File: src/rtl/t08_regfile_sequencer_pkg.sv
// t08_pkg: shared types for the register-file sequencer.
//   wb_src_t : write-back source select, same encoding as the register file's
//              rf_data_in_control input (0 memory, 1 link, 2 ALU, 3 none).
//   state_t  : sequencer FSM states, also exported on the debug state port.
package t08_pkg;

  localparam int unsigned REG_ADDR_W = 5;
  localparam int unsigned DATA_W     = 32;

  typedef enum logic [1:0] {
    WB_MEM  = 2'd0,
    WB_IF   = 2'd1,
    WB_ALU  = 2'd2,
    WB_NONE = 2'd3
  } wb_src_t;

  typedef enum logic [2:0] {
    ST_IDLE     = 3'd0,
    ST_READ     = 3'd1,
    ST_CAPTURE  = 3'd2,
    ST_EXEC     = 3'd3,
    ST_WAIT_ALU = 3'd4,
    ST_WAIT_MEM = 3'd5,
    ST_WRITE    = 3'd6
  } state_t;

endpackage

File: src/rtl/t08_regfile_sequencer_wait_counter.sv
// t08_wait_counter: cycle counter used to bound the wait for load data.
// Ports:
//   clk, nRst : clock, asynchronous active-low reset
//   clear     : synchronous clear (wins over enable)
//   enable    : count one cycle
//   expire    : combinational, high while the count equals TIMEOUT-1,
//               i.e. during the TIMEOUT-th enabled cycle after a clear
module t08_wait_counter #(
  parameter int unsigned TIMEOUT = 16
) (
  input  logic clk,
  input  logic nRst,
  input  logic clear,
  input  logic enable,
  output logic expire
);

  // One spare bit so the terminal value TIMEOUT-1 always fits.
  localparam int unsigned CNT_W = $clog2(TIMEOUT + 1);

  logic [CNT_W-1:0] count;

  always_ff @(posedge clk or negedge nRst) begin
    if (!nRst) begin
      count <= '0;
    end else if (clear) begin
      count <= '0;
    end else if (enable) begin
      count <= count + CNT_W'(1);
    end
  end

  assign expire = (count == CNT_W'(TIMEOUT - 1));

endmodule

File: src/rtl/t08_regfile_sequencer.sv
// t08_regfile_sequencer: initiator side of the t08_registers port set.
// Takes one decoded instruction at a time, reads its source registers,
// presents the operands to execute for one cycle, waits for the result
// (ALU, link value or load data) and issues a single register-file write.
//
// Handshake: an instruction transfers on a rising edge where issue_valid and
// issue_ready are both high; issue_ready is high only in IDLE, so exactly one
// instruction is in flight. ex_valid / mem_valid are single-cycle result
// strobes that are only looked at in WAIT_ALU / WAIT_MEM respectively.
//
// Ports:
//   clk, nRst                 clock, asynchronous active-low reset
//   issue_*                   instruction from decode (rs1/rs2/use flags, rd,
//                             write-back source, link value)
//   op_valid, op_a, op_b      captured operands, valid for one cycle in EXEC
//   ex_valid, ex_result       ALU result strobe
//   mem_valid, mem_data       load data strobe
//   mem_timeout_err           one-cycle pulse after a load wait times out
//   rf_*                      register-file read/write controls and data
//   dbg_state                 current FSM state
module t08_regfile_sequencer
  import t08_pkg::*;
#(
  parameter int unsigned MEM_TIMEOUT = 16
) (
  input  logic        clk,
  input  logic        nRst,
  input  logic        issue_valid,
  output logic        issue_ready,
  input  logic [4:0]  issue_rs1,
  input  logic [4:0]  issue_rs2,
  input  logic        issue_use_rs1,
  input  logic        issue_use_rs2,
  input  logic [4:0]  issue_rd,
  input  logic [1:0]  issue_wb_src,
  input  logic [31:0] issue_link,
  output logic        op_valid,
  output logic [31:0] op_a,
  output logic [31:0] op_b,
  input  logic        ex_valid,
  input  logic [31:0] ex_result,
  input  logic        mem_valid,
  input  logic [31:0] mem_data,
  output logic        mem_timeout_err,
  output logic [4:0]  rf_address_r1,
  output logic [4:0]  rf_address_r2,
  output logic [4:0]  rf_address_rd,
  output logic        rf_en_read_1,
  output logic        rf_en_read_2,
  output logic        rf_en_write,
  output logic [1:0]  rf_data_in_control,
  output logic [31:0] rf_data_in_frommemory,
  output logic [31:0] rf_data_in_frominstructionfetch,
  output logic [31:0] rf_data_in_fromalu,
  input  logic [31:0] rf_data_out_r1,
  input  logic [31:0] rf_data_out_r2,
  output state_t      dbg_state
);

  state_t  state, state_next;

  // Fields latched at issue.
  logic [4:0] rs1_q, rs2_q, rd_q;
  logic       use_rs1_q, use_rs2_q;
  wb_src_t    wb_q;

  logic accept;
  logic latch_alu, latch_mem;
  logic err_set;
  logic cnt_clear, cnt_en, cnt_expire;

  // A write-back only happens for a non-zero destination; waits still run
  // to completion so the result handshake is consumed either way.
  logic has_rd;
  assign has_rd = (rd_q != 5'd0);

  t08_wait_counter #(
    .TIMEOUT (MEM_TIMEOUT)
  ) u_wait_counter (
    .clk    (clk),
    .nRst   (nRst),
    .clear  (cnt_clear),
    .enable (cnt_en),
    .expire (cnt_expire)
  );

  always_ff @(posedge clk or negedge nRst) begin
    if (!nRst) begin
      state <= ST_IDLE;
    end else begin
      state <= state_next;
    end
  end

  always_comb begin
    state_next = state;
    accept     = 1'b0;
    latch_alu  = 1'b0;
    latch_mem  = 1'b0;
    err_set    = 1'b0;
    cnt_clear  = 1'b1;   // counter held at zero outside WAIT_MEM
    cnt_en     = 1'b0;
    case (state)
      ST_IDLE: begin
        if (issue_valid) begin
          accept     = 1'b1;
          state_next = ST_READ;
        end
      end
      ST_READ:    state_next = ST_CAPTURE;
      ST_CAPTURE: state_next = ST_EXEC;
      ST_EXEC: begin
        case (wb_q)
          WB_ALU:  state_next = ST_WAIT_ALU;
          WB_MEM:  state_next = ST_WAIT_MEM;
          WB_IF:   state_next = has_rd ? ST_WRITE : ST_IDLE;
          default: state_next = ST_IDLE;
        endcase
      end
      ST_WAIT_ALU: begin
        if (ex_valid) begin
          latch_alu  = 1'b1;
          state_next = has_rd ? ST_WRITE : ST_IDLE;
        end
      end
      ST_WAIT_MEM: begin
        cnt_clear = 1'b0;
        cnt_en    = 1'b1;
        // Data arriving on the last counted cycle still wins over the timeout.
        if (mem_valid) begin
          latch_mem  = 1'b1;
          state_next = has_rd ? ST_WRITE : ST_IDLE;
        end else if (cnt_expire) begin
          err_set    = 1'b1;
          state_next = ST_IDLE;
        end
      end
      ST_WRITE:   state_next = ST_IDLE;
      default:    state_next = ST_IDLE;
    endcase
  end

  // Issue fields and link value.
  always_ff @(posedge clk or negedge nRst) begin
    if (!nRst) begin
      rs1_q                           <= '0;
      rs2_q                           <= '0;
      rd_q                            <= '0;
      use_rs1_q                       <= 1'b0;
      use_rs2_q                       <= 1'b0;
      wb_q                            <= WB_MEM;
      rf_data_in_frominstructionfetch <= '0;
    end else if (accept) begin
      rs1_q                           <= issue_rs1;
      rs2_q                           <= issue_rs2;
      rd_q                            <= issue_rd;
      use_rs1_q                       <= issue_use_rs1;
      use_rs2_q                       <= issue_use_rs2;
      wb_q                            <= wb_src_t'(issue_wb_src);
      rf_data_in_frominstructionfetch <= issue_link;
    end
  end

  // Operand capture: RF read data is valid the cycle after the enable.
  always_ff @(posedge clk or negedge nRst) begin
    if (!nRst) begin
      op_a <= '0;
      op_b <= '0;
    end else if (state == ST_CAPTURE) begin
      op_a <= use_rs1_q ? rf_data_out_r1 : 32'd0;
      op_b <= use_rs2_q ? rf_data_out_r2 : 32'd0;
    end
  end

  // Result registers and timeout pulse.
  always_ff @(posedge clk or negedge nRst) begin
    if (!nRst) begin
      rf_data_in_fromalu    <= '0;
      rf_data_in_frommemory <= '0;
      mem_timeout_err       <= 1'b0;
    end else begin
      if (latch_alu) rf_data_in_fromalu    <= ex_result;
      if (latch_mem) rf_data_in_frommemory <= mem_data;
      mem_timeout_err <= err_set;
    end
  end

  assign issue_ready        = (state == ST_IDLE);
  assign op_valid           = (state == ST_EXEC);
  assign rf_en_read_1       = (state == ST_READ) && use_rs1_q;
  assign rf_en_read_2       = (state == ST_READ) && use_rs2_q;
  assign rf_en_write        = (state == ST_WRITE);
  assign rf_address_r1      = rs1_q;
  assign rf_address_r2      = rs2_q;
  assign rf_address_rd      = rd_q;
  assign rf_data_in_control = wb_q;
  assign dbg_state          = state;

endmodule

File: config.mk
export PLATFORM = sky130hd
export DESIGN_NAME = t08_regfile_sequencer
export DESIGN_NICKNAME = d
export VERILOG_FILES = /design/src/rtl/t08_regfile_sequencer_pkg.sv /design/src/rtl/t08_regfile_sequencer_wait_counter.sv /design/src/rtl/t08_regfile_sequencer.sv
export SDC_FILE = /design/constraint.sdc
export NUM_CORES = 1
export LEC_CHECK = 0
export CAP_MARGIN = 10
export CORE_UTILIZATION = 36
export DETAILED_ROUTE_END_ITERATION = 10
export GPL_TIMING_DRIVEN = 0
export PLACE_DENSITY_LB_ADDON = 0.12
export SYNTH_ARGS = -nofsm -noshare
export SYNTH_HDL_FRONTEND = slang
export SYNTH_SLANG_ARGS = --single-unit
File: constraint.sdc
create_clock -name clk -period 1.5 [get_ports clk]
set_clock_uncertainty 0.1 [all_clocks]
set_input_delay 0.15 -clock clk [delete_from_list [all_inputs] [get_ports clk]]
set_output_delay 0.15 -clock clk [all_outputs]
set_load 0.005 [all_outputs]
## Word level (Yosys, flattened, before mapping)

Index checks and enable logic that the tools add are counted.

| operators by class | value |
|---|---|
| bitwise operators | 0 |
| mux-type cells | 21 |
| multipliers | 0 |
| shift operators | 0 |
| reduce and logical (&&, ||, !) cells | 6 |
| divide/modulo/power cells | 0 |
| eq/ne operators | 13 |
| $lt $le $gt $ge | 0 |
| add/subtract/negate cells | 1 |

Operators with widths:

| cell | count |
|---|---|
| 2-to-1 mux 32 bit | 2 |
| case mux 3 bit (6 select lines) | 1 |
| 2-to-1 mux 3 bit | 5 |
| 2-to-1 mux 1 bit | 10 |
| 2-to-1 mux 5 bit | 2 |
| == test 3 bit, second input constant | 3 |
| case mux 3 bit (3 select lines) | 1 |
| == test 3 x 2 -> 1 bit, second input constant | 2 |
| != test 2 bit, second input constant | 3 |
| adder 5 x 1 -> 5 bit, second input constant | 1 |
| == test 5 x 4 -> 1 bit, second input constant | 1 |
| nonzero test 5 bit | 1 |
| == test 3 x 1 -> 1 bit, second input constant | 1 |
| zero test 3 bit | 1 |
| != test 3 bit, second input constant | 1 |
| AND reduction 3 bit | 1 |
| == test 2 x 1 -> 1 bit, second input constant | 1 |
| == test 2 bit, second input constant | 1 |
| logical AND 1 bit | 2 |
| zero test 2 bit | 1 |

| storage, ports and cells | value |
|---|---|
| memories | 0 |
| bits of input ports | 184 |
| bits in registers | 188 |
| word-level logic and storage cells | 55 |
| output and inout port bits | 186 |
| memory bits (writable) | 0 |
| bits in read-only memories | 0 |
| latch bits | 0 |

## Depth between registers and ports, before layout

Gate-level depths: netlist of the first run.

| depth | value |
|---|---|
| word-level depth | 4 |
| mapped depth | 8 |
| mapped depth without buffers | 6 |

## By module

Synthesis of the first run repeated with hierarchy kept, for this count alone.

| second synthesis, totals | value |
|---|---|
| cells, all modules | 589 |
| area, all modules | 7651.1 um^2 |

By module, submodules not included:

| module | times used | area an instance (um^2) | cells each |
|---|---|---|---|
| t08_regfile_sequencer | 1 | 7380.8 | 566 |
| t08_wait_counter | 1 | 270.3 | 23 |

## Worst setup path before layout of the first run

OpenSTA, ideal clock, no wires.

| timing | value |
|---|---|
| path kind | register to register |
| start point | register state[0], in the netlist dbg_state[0] |
| end point | register rf_data_in_fromalu[10] |
| slack | -0.215 ns |
| clock period less this slack | 1.715 ns |
| buffers on the path | 2 |
| cell stages (with the launch flop) | 5 |
| required time | 1.275 ns |
| setup time | 0.125 ns |
| arrival | 1.490 ns |
| path through | dfrtp_1 -> buf_2 -> nor4b_4 -> buf_6 -> mux2_2 |

| on the way | value |
|---|---|
| longest elaborated chain between the ends | 2 |

RTL lines:

| element | RTL line | text |
|---|---|---|
| start, declared | t08_regfile_sequencer.sv:60 | `state_t state, state_next;` |
| start signal, assigned | t08_regfile_sequencer.sv:91 | `state <= state_next;` |
| == test 3 bit | t08_regfile_sequencer.sv:103 | `case (state)` |
| 2-to-1 mux 1 bit | t08_regfile_sequencer.sv:103 |  |
| end signal, assigned | t08_regfile_sequencer.sv:182 | `if (latch_alu) rf_data_in_fromalu <= ex_result;` |
| end, declared | t08_regfile_sequencer.sv:54 | `output logic [31:0] rf_data_in_fromalu,` |

Every way passes these cells.
A chain may end at the register's enable or synchronous reset.

## Final worst setup path of the first run

| timing | value |
|---|---|
| start point | register state[2], in the netlist dbg_state[2] |
| end point | register rf_data_in_fromalu[20] |

The elaborated chain is that of the path after synthesis.

==> metrics.md, run 1 <==
| Metric | Value |
|---|---|
| Sum of negative setup slack | `-25.26 ns` |
| Antenna viol nets, final | `0` |
| CP endpoint kind | `flip-flop` |
| Static Leakage | `6.547 nW` |
| Gr ovfl total | `0` |
| Mux share of post-synthesis cell area | `17.70%` |
| #FFs+latches synth | `roughly 190` |
| Full die area | `20900 um^2` |
| Final hold slack | `0.1528 ns` |
| Slew HR | `59.30%` |
| Worst skew pair latency | `0.43 ns` |
| Port bufs | `369` |
| Failing checks | `negative setup slack` |
| Final HPWL DP | `between 15 and 20 mm` |
| Post-Synth Simple-Gate Area | `9.030%` |
| RSZ-0062 raised after global routing | `true` |
| Post-Synthesis Cells | `577` |
| WP data required | `1.71 ns` |
| Num CTS Buffers | `17` |
| Slew @ Worst Pin | `0.6105 ns` |
| Total GRT Usage | `21.07%` |
| TritonCTS clock tree | `built` |
| Fin. Hold Viols | `0` |
| Finished Cell Area | `13340 um^2` |
| Post-Syn Area | `7316 um^2` |
| Critical path type | `reg2reg` |
| Power Dens Cells | `between 1500 and 2000 nW/um^2` |
| Fin nets | `1207` |
| Initial DRC count | `174` |
| Antenna violations before repair | `1` |
| Placed Cells incl. Taps | `1212` |
| Vias | `between 6000 and 7000` |
| Root buffer cell | `clkbuf_16` |
| Arr. time, crit path | `1.98 ns` |
| Initial core utilization | `a little under two fifths` |
| Share of cells above drive strength 1 | `27.56%` |
| Vias in the first global route | `~6000` |
| CTS sink cnt | `188` |
| First-pass GRT wire length | `32.89 mm` |
| Adder-cell share of the synthesized area | `0.3421%` |
| Gpl congestion | `roughly 0.76` |
| Vias per cell | `4.670` |
| Largest net degree at the start of global routing | `between 100 and 150` |
| Peak VDD IR | `roughly 1000 uV` |
| Worst setup margin | `-0.2710 ns` |
| Xor/xnor share of the synthesized area | `less than 1%` |
| CTS H-tree depth | `4` |
| Number of synthesized flops with an enable pin | `0` |
| Seq/Total Area, Yosys | `64.31%` |
| Largest family of logic cells by synthesized area | `multiplexers` |
| Worst-case clock buffer depth | `2` |
| Area after DPL | `11410 um^2` |
| Min-delay worst type | `in2async` |
| Total routed wirelength | `around 24 mm` |
| Post-route DRC | `0` |
| Final period util | `118.1%` |
| Syn avg cell area | `12.68 um^2` |
| Core area | `19720 um^2` |
| Setup crit start kind | `flip-flop` |
| Async SR Flop Fraction | `100.0%` |
| Clk pin slew, worst setup/hold paths | `0.07 ns` |
| Die X | `144.6 um` |
| Compound-Gate Fraction of Synth Area | `5.370%` |
| Die height | `144.6 um` |
| Wire length per cell | `18.19 um` |
| Final setup fails | `160` |
| Rows | `51` |
| Max_cap viols | `0` |
| IO Count | `370` |
| Primary FF master, synth | `dfrtp_1` |
| Slew Limit Fails | `0` |
| Synth unique cells | `36` |
| Post-route minimum period | `between 1.5 and 2 ns` |
| Yosys warning total | `0` |
| Commonest cells after routing, fill and taps aside | `dfrtp_1, clkdlybuf4s50_1, dlygate4sd2_1` |
| CP Max Fanout | `8` |
| DRT Pass-1 Iters | `4` |
| Final Instance Count excl. Fillers | `1300` |
| Syn nets | `763` |
| Status | `complete, but fails checks` |
| Most common cell after layout, fill and taps aside | `dfrtp_1` |
| Area Overhead vs Synth | `82.37%` |
| Fmax achieved | `0.5646 GHz` |
==> logic make-up after synthesis <==
group	Yosys count
adder cells (fa/ha/maj)	2
flip-flops	188
XOR/XNOR	2
multiplexers	115
AO/OA/AOI/OAI	74
buffers and inverters	42
AND/OR/NAND/NOR	154
==> report_power, final <==
part,leakage (nW),internal [mW],switching [mW],total [mW]
Clock,0.294,2.59,2.09,4.68
Combinational,3.90,7.50,4.80,12.3
Sequential,2.36,7.45,1.25,8.70
==> what timing repair did <==
action | in CTS | in global routing
setup buffers | 30 | 13
endpoints found under the setup margin | 365 | 293
hold endpoints to repair | 79 | 0
pin swaps | 9 | 6
hold buffers | 1 | 0
resized for setup | 315 | 226
cloned | 4 | 12
==> sequential cells by signal, summed over array words and instances, names as in the netlist, 32 cells and up <==
signal / cells
rf_data_in_frommemory: 32
op_b: 32
op_a: 32
rf_data_in_fromalu: 32
rf_data_in_frominstructionfetch: 32
==> through the flow <==
stage / setup slack [ns] / util [%] / power [mW]
final: -0.2710 / 67.66 / 25.67
after global routing: -0.3326 / 67.65 / 27.21
after CTS: -0.2229 / 63.32 / 23.45
after detailed placement: -0.5011 / 57.86 / 19.19
after global placement: -8.952 / 57.69 / 19.03
after floorplan: -0.1871 / - / 12.54
==> final timing paths <==
path | from | endpoint | slack [ns] | cells past startpoint
max in group asynchronous | nRst | dbg_state[0]$_DFFE_PN0P_ | 0.19 | 3
setup reg to reg | dbg_state[2]$_DFFE_PN0P_ | rf_data_in_fromalu[20]$_DFFE_PN0P_ | -0.27 | 6
setup / recovery | dbg_state[2]$_DFFE_PN0P_ | rf_data_in_fromalu[20]$_DFFE_PN0P_ | -0.27 | 6
hold reg to reg | op_a[18]$_DFFE_PN0P_ | op_a[18]$_DFFE_PN0P_ | 0.38 | 2
min in group clk | rf_data_out_r1[2] | op_a[2]$_DFFE_PN0P_ | 0.16 | 3
hold / removal | nRst | op_a[5]$_DFFE_PN0P_ | 0.15 | 2
==> metal layers <==
| metal | routed length (um) | global-route usage [%] | vias to the layer above |
|---|---|---|---|
| met1 | 9419 | 24.21 | 2973 |
| li1 | - | - | 2851 |
| met5 | 0 | 0 | - |
| met3 | 2038 | 8.079 | 22 |
| met4 | 362 | 7.147 | 0 |
| met2 | 11830 | 35.75 | 225 |
==> area by class of cell <==
| type | count | area (um^2) |
|---|---|---|
| fill | 1512 | 6376 |
| sequential | 188 | 4708 |
| timing repair buffer | 428 | 4265 |
| multi-input combinational | 347 | 2958 |
| clock buffer | 19 | 452.9 |
| buffer | 34 | 434.2 |
| tap | 265 | 331.6 |
| clock inverter | 13 | 155.1 |
| inverter | 5 | 33.78 |
| antenna | 1 | 2.502 |
==> cells in the mapped netlist, drive strengths merged, types with 2 or more instances <==
library cell,n,area [um^2]
nor2,5,18.77
and2,3,18.77
inv,5,18.76
and3,5,31.28
nor3,2,15.01
nand3,2,10.01
buf,19,133.9
o21ai,66,330.3
ha,2,25.02
dfrtp,188,4705
clkbuf,18,67.56
mux2,115,1295
nand2,130,490.5
nor2b,2,12.51
==> critical path: stages (launching register included) <==
cell and delay (ns):
dfrtp_1 0.36, buf_6 0.15, inv_8 0.05, nor4b_4 0.29, buf_6 0.23, buf_8 0.14, mux2_2 0.33
Note: power is estimated with default switching activity, not from simulation.
==> inputs of run 2 (changes only) <==
--- a/config.mk
+++ b/config.mk
@@ -6,10 +6,13 @@
 export NUM_CORES = 1
 export LEC_CHECK = 0
 export CAP_MARGIN = 10
-export CORE_UTILIZATION = 36
+export CORE_ASPECT_RATIO = 1.5
+export CORE_MARGIN = 3
+export CORE_UTILIZATION = 37
 export DETAILED_ROUTE_END_ITERATION = 10
 export GPL_TIMING_DRIVEN = 0
 export PLACE_DENSITY_LB_ADDON = 0.12
 export SYNTH_ARGS = -nofsm -noshare
 export SYNTH_HDL_FRONTEND = slang
+export SYNTH_HIERARCHICAL = 1
 export SYNTH_SLANG_ARGS = --single-unit
==> run 2 against run 1 <==
The run still ends with negative setup slack left. Register-to-register slack lost 0.09 ns. Global-route usage grew 2.3 points. Area after synthesis grew 4.6%. Final cell count grew 3.4%. Critical endpoint is now rf_data_in_frommemory[11]$_DFFE_PN0P_. Largest cell class is now non-clock buffers.
==> metrics.md, run 2 <==
| Metric | Value |
|---|---|
| Status | `complete, but fails checks` |
| Failing checks | `negative setup slack` |
| Fin. Hold Viols | `0 (unchanged)` |
| Synth area leaders | `dfrtp_1, mux2_2, mux2_4` |
| Final period util | `124.0% (+5.9 points)` |
| Arr. time, crit path | `2.08 ns (+0.10 ns)` |
| Largest net degree at the start of global routing | `102 (-7.3%)` |
| Worst setup margin | `-0.3596 ns (-0.08853 ns)` |
| WP data required | `1.72 ns (about the same)` |
| CTS sink cnt | `188 (unchanged)` |
| Crit-path max cell delay | `0.39 ns (+0.03 ns)` |
| Flop2flop setup slack | `-0.36 ns (-0.09 ns)` |
| Async SR Flop Fraction | `100.0% (unchanged)` |
| Share of cells above drive strength 1 | `38.65% (+11 points)` |
| Finished Cell Area | `14360 um^2 (+7.7%)` |
| Antenna diodes | `0 (-1)` |
| Min-delay src | `issue_wb_src[1]` |
| #FFs+latches synth | `188 (unchanged)` |
| Antenna violations before repair | `0 (-1)` |
| Clk pin slew, worst setup/hold paths | `0.07 ns (about the same)` |
| Fin nets | `1257 (+4.1%)` |
| Total routed wirelength | `27.16 mm (+15%)` |
| Most Frequent Cell on Critical Path | `buf_6` |
| Power Dens Cells | `1869 nW/um^2 (-2.9%)` |
| Seq/Total Area, Yosys | `61.49% (-2.8 points)` |
| Static Leakage | `7.039 nW (+7.5%)` |
| Antenna viol nets, final | `0 (unchanged)` |
| Commonest cells after routing, fill and taps aside | `dfrtp_1, clkdlybuf4s50_1, dlygate4sd2_1` |
| Min-delay worst type | `in2reg` |
| Gpl congestion | `0.7629 (-0.22%)` |
| Fillers | `1384 (-8.5%)` |
| Final hold slack | `0.1458 ns (-0.006978 ns)` |
| Post-synth top cells | `dfrtp_1, nand2_1, mux2_2` |
| CP max-delay cell | `dfrtp_1` |
| Post-route DRC | `0 (unchanged)` |
| Worst skew pair latency | `0.44 ns (about the same)` |
| Most common cell after layout, fill and taps aside | `dfrtp_1` |
| Setup crit start kind | `flip-flop` |
| Final HPWL DP | `17.41 mm (+12%)` |
| Slew HR | `62.17% (+2.9 points)` |
| Critical path cell sequence | `buf_6 > buf_8 > buf_6 > and3b_2 > nand2_8 > clkbuf_16 > mux2_4` |
| Sum of negative setup slack | `-48.86 ns (-23.60 ns)` |
| Max_cap viols | `0 (unchanged)` |
| Yosys warning total | `6 (+6)` |
| Port bufs | `369 (unchanged)` |
| Worst-case clock buffer depth | `2 (unchanged)` |
| TritonCTS clock tree | `built` |
| Vias per cell | `4.842 (+3.7%)` |
| Root buffer cell | `clkbuf_16` |
| Area after DPL | `11900 um^2 (+4.3%)` |
| Slew @ Worst Pin | `0.5674 ns (-0.04312 ns)` |
| Vias | `6507 (+7.2%)` |
| Rows | `63 (+24%)` |
| Post-Syn Area | `7651 um^2 (+4.6%)` |
| Wire length per cell | `20.21 um (+11%)` |
| Vias in the first global route | `6889 (+14%)` |
| First-pass GRT wire length | `39.61 mm (+20%)` |
| Count leader, synth | `dfrtp_1` |
| Peak VDD IR | `945.1 uV (-4.9%)` |
| Slew Limit Fails | `0 (unchanged)` |
| Worst hold endpoint | `rf_data_in_control[1]$_DFFE_PN0P_` |
| Post-route minimum period | `1.860 ns (+0.08853 ns)` |
| Die X | `123.4 um (-15%)` |
| Critical path type | `reg2reg` |
| Final setup fails | `192 (+20%)` |
| CP endpoint kind | `flip-flop` |
| Num CTS Buffers | `17 (unchanged)` |
| Fmax achieved | `0.5378 GHz (-4.8%)` |
| IO Count | `370 (unchanged)` |
| Gr ovfl total | `0 (unchanged)` |
| Area Overhead vs Synth | `87.74%` |
| CTS H-tree depth | `4 (unchanged)` |
| Worst-case reg-to-reg path depth | `7 (+1)` |
| CP Max Fanout | `8 (unchanged)` |
| Synth unique cells | `38 (+5.6%)` |
| Core area | `20020 um^2 (+1.5%)` |
| Initial DRC count | `241 (+39%)` |
| Post-Synthesis Cells | `589 (+2.1%)` |
| Hold Path Stages | `3` |
| Synth top area share | `61.49% (-2.8 points)` |
| Reg-to-Reg End | `rf_data_in_frommemory[11]$_DFFE_PN0P_` |
| Syn nets | `775 (+1.6%)` |
| Initial core utilization | `38.21% (+1.1 points)` |
| Die height | `182.1 um (+26%)` |
| Primary FF master, synth | `dfrtp_1` |
| Leading area contributor after synthesis | `dfrtp_1` |
| Syn avg cell area | `12.99 um^2 (+2.5%)` |
| Full die area | `22480 um^2 (+7.6%)` |
| Number of synthesized flops with an enable pin | `0 (unchanged)` |
| RR Startpoint | `dbg_state[2]$_DFFE_PN0P_` |
| Total GRT Usage | `23.39% (+2.3 points)` |
| RSZ-0062 raised after global routing | `true` |
| DRT Pass-1 Iters | `5 (+1)` |
-- run 2: cell types whose count changed after synthesis, moves of 3 or more --
cell and delta:
mux2_4 +38, mux2_2 -35, buf_12 +6, buf_6 +4, clkbuf_1 -4, a21oi_1 +3, and3_1 -3, mux2_1 -3
nand2_1 +3, nand2b_1 +3
-- run 2: cell families after synthesis --
family	after synthesis	synth area share (%)
xor gates and xnor gates	1	0.1145
buffers and inverters	42	4.415
adders and majority gates	2	0.3270
and+or+nand+nor	161	9.240
AOI/OAI and AO/OA	78	5.364
muxes	117	19.05
DFF	188	61.49
-- run 2: worst max path at each step --
stage / start / end / slack (ns) / cells past startpoint
final: dbg_state[2]$_DFFE_PN0P_ / rf_data_in_frommemory[11]$_DFFE_PN0P_ / -0.36 / 7
after global routing: dbg_state[1]$_DFFE_PN0P_ / rf_data_in_frominstructionfetch[17]$_DFFE_PN0P_ / -0.43 / 7
after CTS: dbg_state[2]$_DFFE_PN0P_ / rf_en_read_1 / -0.38 / 6
after detailed placement: dbg_state[0]$_DFFE_PN0P_ / rf_en_read_1 / -0.95 / 4
after global placement: nRst / rf_data_in_frommemory[10]$_DFFE_PN0P_ / -7.98 / 1
after floorplan: dbg_state[2]$_DFFE_PN0P_ / rf_address_r1[0]$_DFFE_PN0P_ / -0.16 / 6
-- run 2: what timing repair did --
action / 4_1_cts / 5_1_grt
setup endpoints to repair: 368 / 252
gates cloned: 15 / 4
hold endpoints to repair: 100 / 0
setup buffers: 69 / 14
hold buffers: 1 / 0
pin swaps: 72 / 26
resized for setup: 469 / 109
-- run 2: routing by layer --
layer  global-route usage (%)  part of all wire (%)  vias up
li1                         -                     -     2957
met4                    10.73                   4.1        0
met3                    7.163                   6.9       62
met1                    24.17                    34     3228
met2                    42.37                    55      260
met5                        0                     0        -
-- run 2: area by class of cell --
| type | instances | area, um^2 | area share (%) |
|---|---|---|---|
| inverter | 4 | 17.52 | 0.1220 |
| multi-input combinational | 359 | 3528 | 24.56 |
| timing repair buffer | 467 | 4688 | 32.64 |
| clock buffer | 23 | 488.0 | 3.397 |
| buffer | 34 | 499.2 | 3.476 |
| clock inverter | 9 | 110.1 | 0.7666 |
| tap | 260 | 325.3 | 2.265 |
| sequential | 188 | 4707 | 32.77 |
-- run 2: power by group --
group / internal (mW) / total, mW / switching (mW)
clock: 2.64 / 4.66 / 2.02
sequential: 7.21 / 8.52 / 1.30
combinational: 8.35 / 13.7 / 5.32
-- run 2: critical path, delay by kind of cell, from the launching register on --
kind / cells / cell delay (ns)
multiplexers: 1 / 0.29
flip-flops: 1 / 0.39
buffers and inverters: 4 / 0.55
AND/OR/NAND/NOR: 2 / 0.40
-- run 2: through the flow --
step / worst slack [ns] / util (%) / power [mW] / std cells
2_1_floorplan: -0.1620 / - / 13.06 / 589
3_5_place_dp: -0.9495 / 59.44 / 19.24 / 1219
3_3_place_gp: -7.976 / 59.27 / 19.08 / 1218
5_1_grt: -0.4252 / 71.74 / 28.27 / 1344
4_1_cts: -0.3838 / 69.36 / 25.84 / 1333
6_report: -0.3596 / 71.74 / 26.85 / 1344
==> inputs of run 3 (changes only) <==
--- a/config.mk
+++ b/config.mk
@@ -12,6 +12,7 @@
 export DETAILED_ROUTE_END_ITERATION = 10
 export GPL_TIMING_DRIVEN = 0
 export PLACE_DENSITY_LB_ADDON = 0.12
+export SLEW_MARGIN = 20
 export SYNTH_ARGS = -nofsm -noshare
 export SYNTH_HDL_FRONTEND = slang
 export SYNTH_HIERARCHICAL = 1
==> run 3 against run 2 <==
The flow still finishes with violations (negative setup slack). First-iteration DRC count shrank 6.6%. Combinational power shrank 8%. Critical path type unchanged. Sequential cell count is the same. Fmax is essentially flat. Via count shrank 2.6%. Register-to-register slack is essentially flat. Clock-buffer cell count shrank 3. Sequential share of layout area grew 0.86 points. Cell area shrank 2.5%.
==> metrics.md, run 3 (synthesis gave the netlist of run 2 again) <==
| Metric | Value |
|---|---|
| Rows | `63 (unchanged)` |
| Largest net degree at the start of global routing | `89 (-13%)` |
| Antenna viol nets, final | `0 (unchanged)` |
| Vias | `6337 (-2.6%)` |
| Post-route DRC | `0 (unchanged)` |
| Setup crit start kind | `flip-flop` |
| WP data required | `1.72 ns (about the same)` |
| Int Pwr | `17.52 mW (-3.7%)` |
| Vias per cell | `4.801 (-0.84%)` |
| Status | `complete, but fails checks` |
| Fin nets | `1233 (-1.9%)` |
| Clk pwr share | `17.9% (+0.6 points)` |
| Finished Cell Area | `14000 um^2 (-2.5%)` |
| Pre-CTS setup slack | `-0.9290 ns (+0.02053 ns)` |
| Worst-case clock buffer depth | `2 (unchanged)` |
| Area Overhead vs Synth | `82.96%` |
| Min-delay worst type | `in2async` |
| TritonCTS clock tree | `built` |
| CTS H-tree depth | `4 (unchanged)` |
| Slew @ Worst Pin | `0.4799 ns (-0.08751 ns)` |
| Area of the multi-input gates | `3405 um^2 (-3.5%)` |
| Antenna diodes | `0 (unchanged)` |
| Total routed wirelength | `25.72 mm (-5.3%)` |
| Fmax achieved | `0.5376 GHz (about the same)` |
| Wire length per cell | `19.48 um (-3.6%)` |
| Fin. Hold Viols | `0 (unchanged)` |
| Root buffer cell | `clkbuf_16` |
| Sw Share | `31.92% (-0.29 points)` |
| Final setup fails | `191 (-0.52%)` |
| Num CTS Buffers | `17 (unchanged)` |
| Arr. time, crit path | `2.08 ns (about the same)` |
| Die height | `182.1 um (unchanged)` |
| Final Instance Count excl. Fillers | `1320 (-1.8%)` |
| Clk pin slew, worst setup/hold paths | `0.07 ns (about the same)` |
| Share of cells above drive strength 1 | `36.23% (-2.4 points)` |
| Slew Limit Fails | `0 (unchanged)` |
| Commonest cells after routing, fill and taps aside | `dfrtp_1, clkdlybuf4s50_1, dlygate4sd2_1` |
| Gpl congestion | `0.7629 (unchanged)` |
| Max_cap viols | `0 (unchanged)` |
| Vias in the first global route | `6542 (-5.0%)` |
| Seq pwr share | `33.0% (+1.3 points)` |
| Peak VDD IR | `926.0 uV (-2.0%)` |
| Die X | `123.4 um (unchanged)` |
| Initial DRC count | `225 (-6.6%)` |
| Total GRT Usage | `21.92% (-1.5 points)` |
| DRT Pass-1 Iters | `5 (unchanged)` |
| FF/Latch Area | `4707 um^2 (unchanged)` |
| Gate power share | `49.1% (-1.8 points)` |
| Placed Cells incl. Taps | `1220 (+0.082%)` |
| Port bufs | `369 (unchanged)` |
| Most common cell after layout, fill and taps aside | `dfrtp_1` |
| Initial core utilization | `38.21% (unchanged)` |
| Worst setup margin | `-0.3601 ns (-0.0005060 ns)` |
| First-pass GRT wire length | `37.25 mm (-5.9%)` |
| RSZ-0062 raised after global routing | `true` |
| Worst skew pair latency | `0.44 ns (about the same)` |
| Final period util | `124.0% (about the same)` |
| Area after DPL | `11930 um^2 (+0.23%)` |
| Core area | `20020 um^2 (unchanged)` |
| Switch Pwr | `8.213 mW (-5.0%)` |
| Post-route minimum period | `1.860 ns (+0.0005060 ns)` |
| Fillers | `1510 (+9.1%)` |
| Antenna violations before repair | `0 (unchanged)` |
| Failing checks | `negative setup slack` |
| Final HPWL DP | `17.57 mm (+0.91%)` |
| Sum of negative setup slack | `-40.38 ns (+8.481 ns)` |
| Critical path type | `reg2reg` |
| Full die area | `22480 um^2 (unchanged)` |
| Gr ovfl total | `0 (unchanged)` |
| Static Leakage | `6.833 nW (-2.9%)` |
| Final hold slack | `0.04109 ns (-0.1047 ns)` |
| IO Count | `370 (unchanged)` |
| CP endpoint kind | `flip-flop` |
| Power Dens Cells | `1838 nW/um^2 (-1.6%)` |
| CTS sink cnt | `188 (unchanged)` |
| Slew HR | `68.01% (+5.8 points)` |
| CP Max Fanout | `6 (-2)` |
-- run 3: worst max-delay path: stages, from the launching register on --
cell	delay, ns
dfrtp_1	0.38
buf_6	0.13
buf_12	0.13
and3b_2	0.30
nand2_8	0.10
buf_12	0.16
buf_12	0.13
mux2_4	0.30
-- run 3: worst paths after layout --
path / from / endpoint / slack, ns / depth (start not counted)
min in group clk: issue_wb_src[1] / rf_data_in_control[1]$_DFFE_PN0P_ / 0.15 / 3
worst max-delay path: dbg_state[1]$_DFFE_PN0P_ / rf_data_in_frommemory[1]$_DFFE_PN0P_ / -0.36 / 7
worst min-delay path: nRst / rf_data_in_fromalu[5]$_DFFE_PN0P_ / 0.04 / 2
worst max register to register: dbg_state[1]$_DFFE_PN0P_ / rf_data_in_frommemory[1]$_DFFE_PN0P_ / -0.36 / 7
max in group asynchronous: nRst / u_wait_counter/count[2]$_DFFE_PN0P_ / 0.16 / 4
worst min register to register: op_a[10]$_DFFE_PN0P_ / op_a[10]$_DFFE_PN0P_ / 0.37 / 2
-- run 3: layout make-up --
cell class	count	share of cell area, %
clock inverters	12	0.9743
repair buffers	443	32.02
well taps	260	2.324
plain buffers	34	3.334
flip-flops and latches	188	33.63
clock buffers	20	3.262
inverters	4	0.1430
multi-input cells	359	24.32
-- run 3: power groups by stage --
stage	clock network [mW]	logic, mW	registers (mW)
after floorplan	0	4.52	8.54
after global placement	0	10.7	8.36
after detailed placement	0	10.8	8.41
after CTS	4.71	11.0	8.34
after global routing	4.94	13.5	8.76
final	4.61	12.6	8.49
-- run 3: per-layer routing --
layer	up-vias	routed length, um	track usage, %	share of wire, %
li1	2905	-	-	-
met1	3149	9085	23.80	35
met2	231	13770	38.78	54
met3	52	1861	6.636	7.2
met4	0	1006	9.579	3.9
met5	-	0	0	0
-- run 3: repair_timing --
item,4_1_cts,5_1_grt
endpoints found under the setup margin,368,194
hold buffers,1,0
gates resized for setup,326,219
setup buffers,48,10
hold endpoints to repair,100,0
gates cloned,9,8
pin swaps,20,69
-- run 3: through the flow --
stage | total power [mW] | utilization [%]
after floorplan | 13.06 | -
after global placement | 19.08 | 59.27
after detailed placement | 19.24 | 59.57
after CTS | 24.09 | 66.42
after global routing | 27.18 | 69.92
final | 25.73 | 69.92
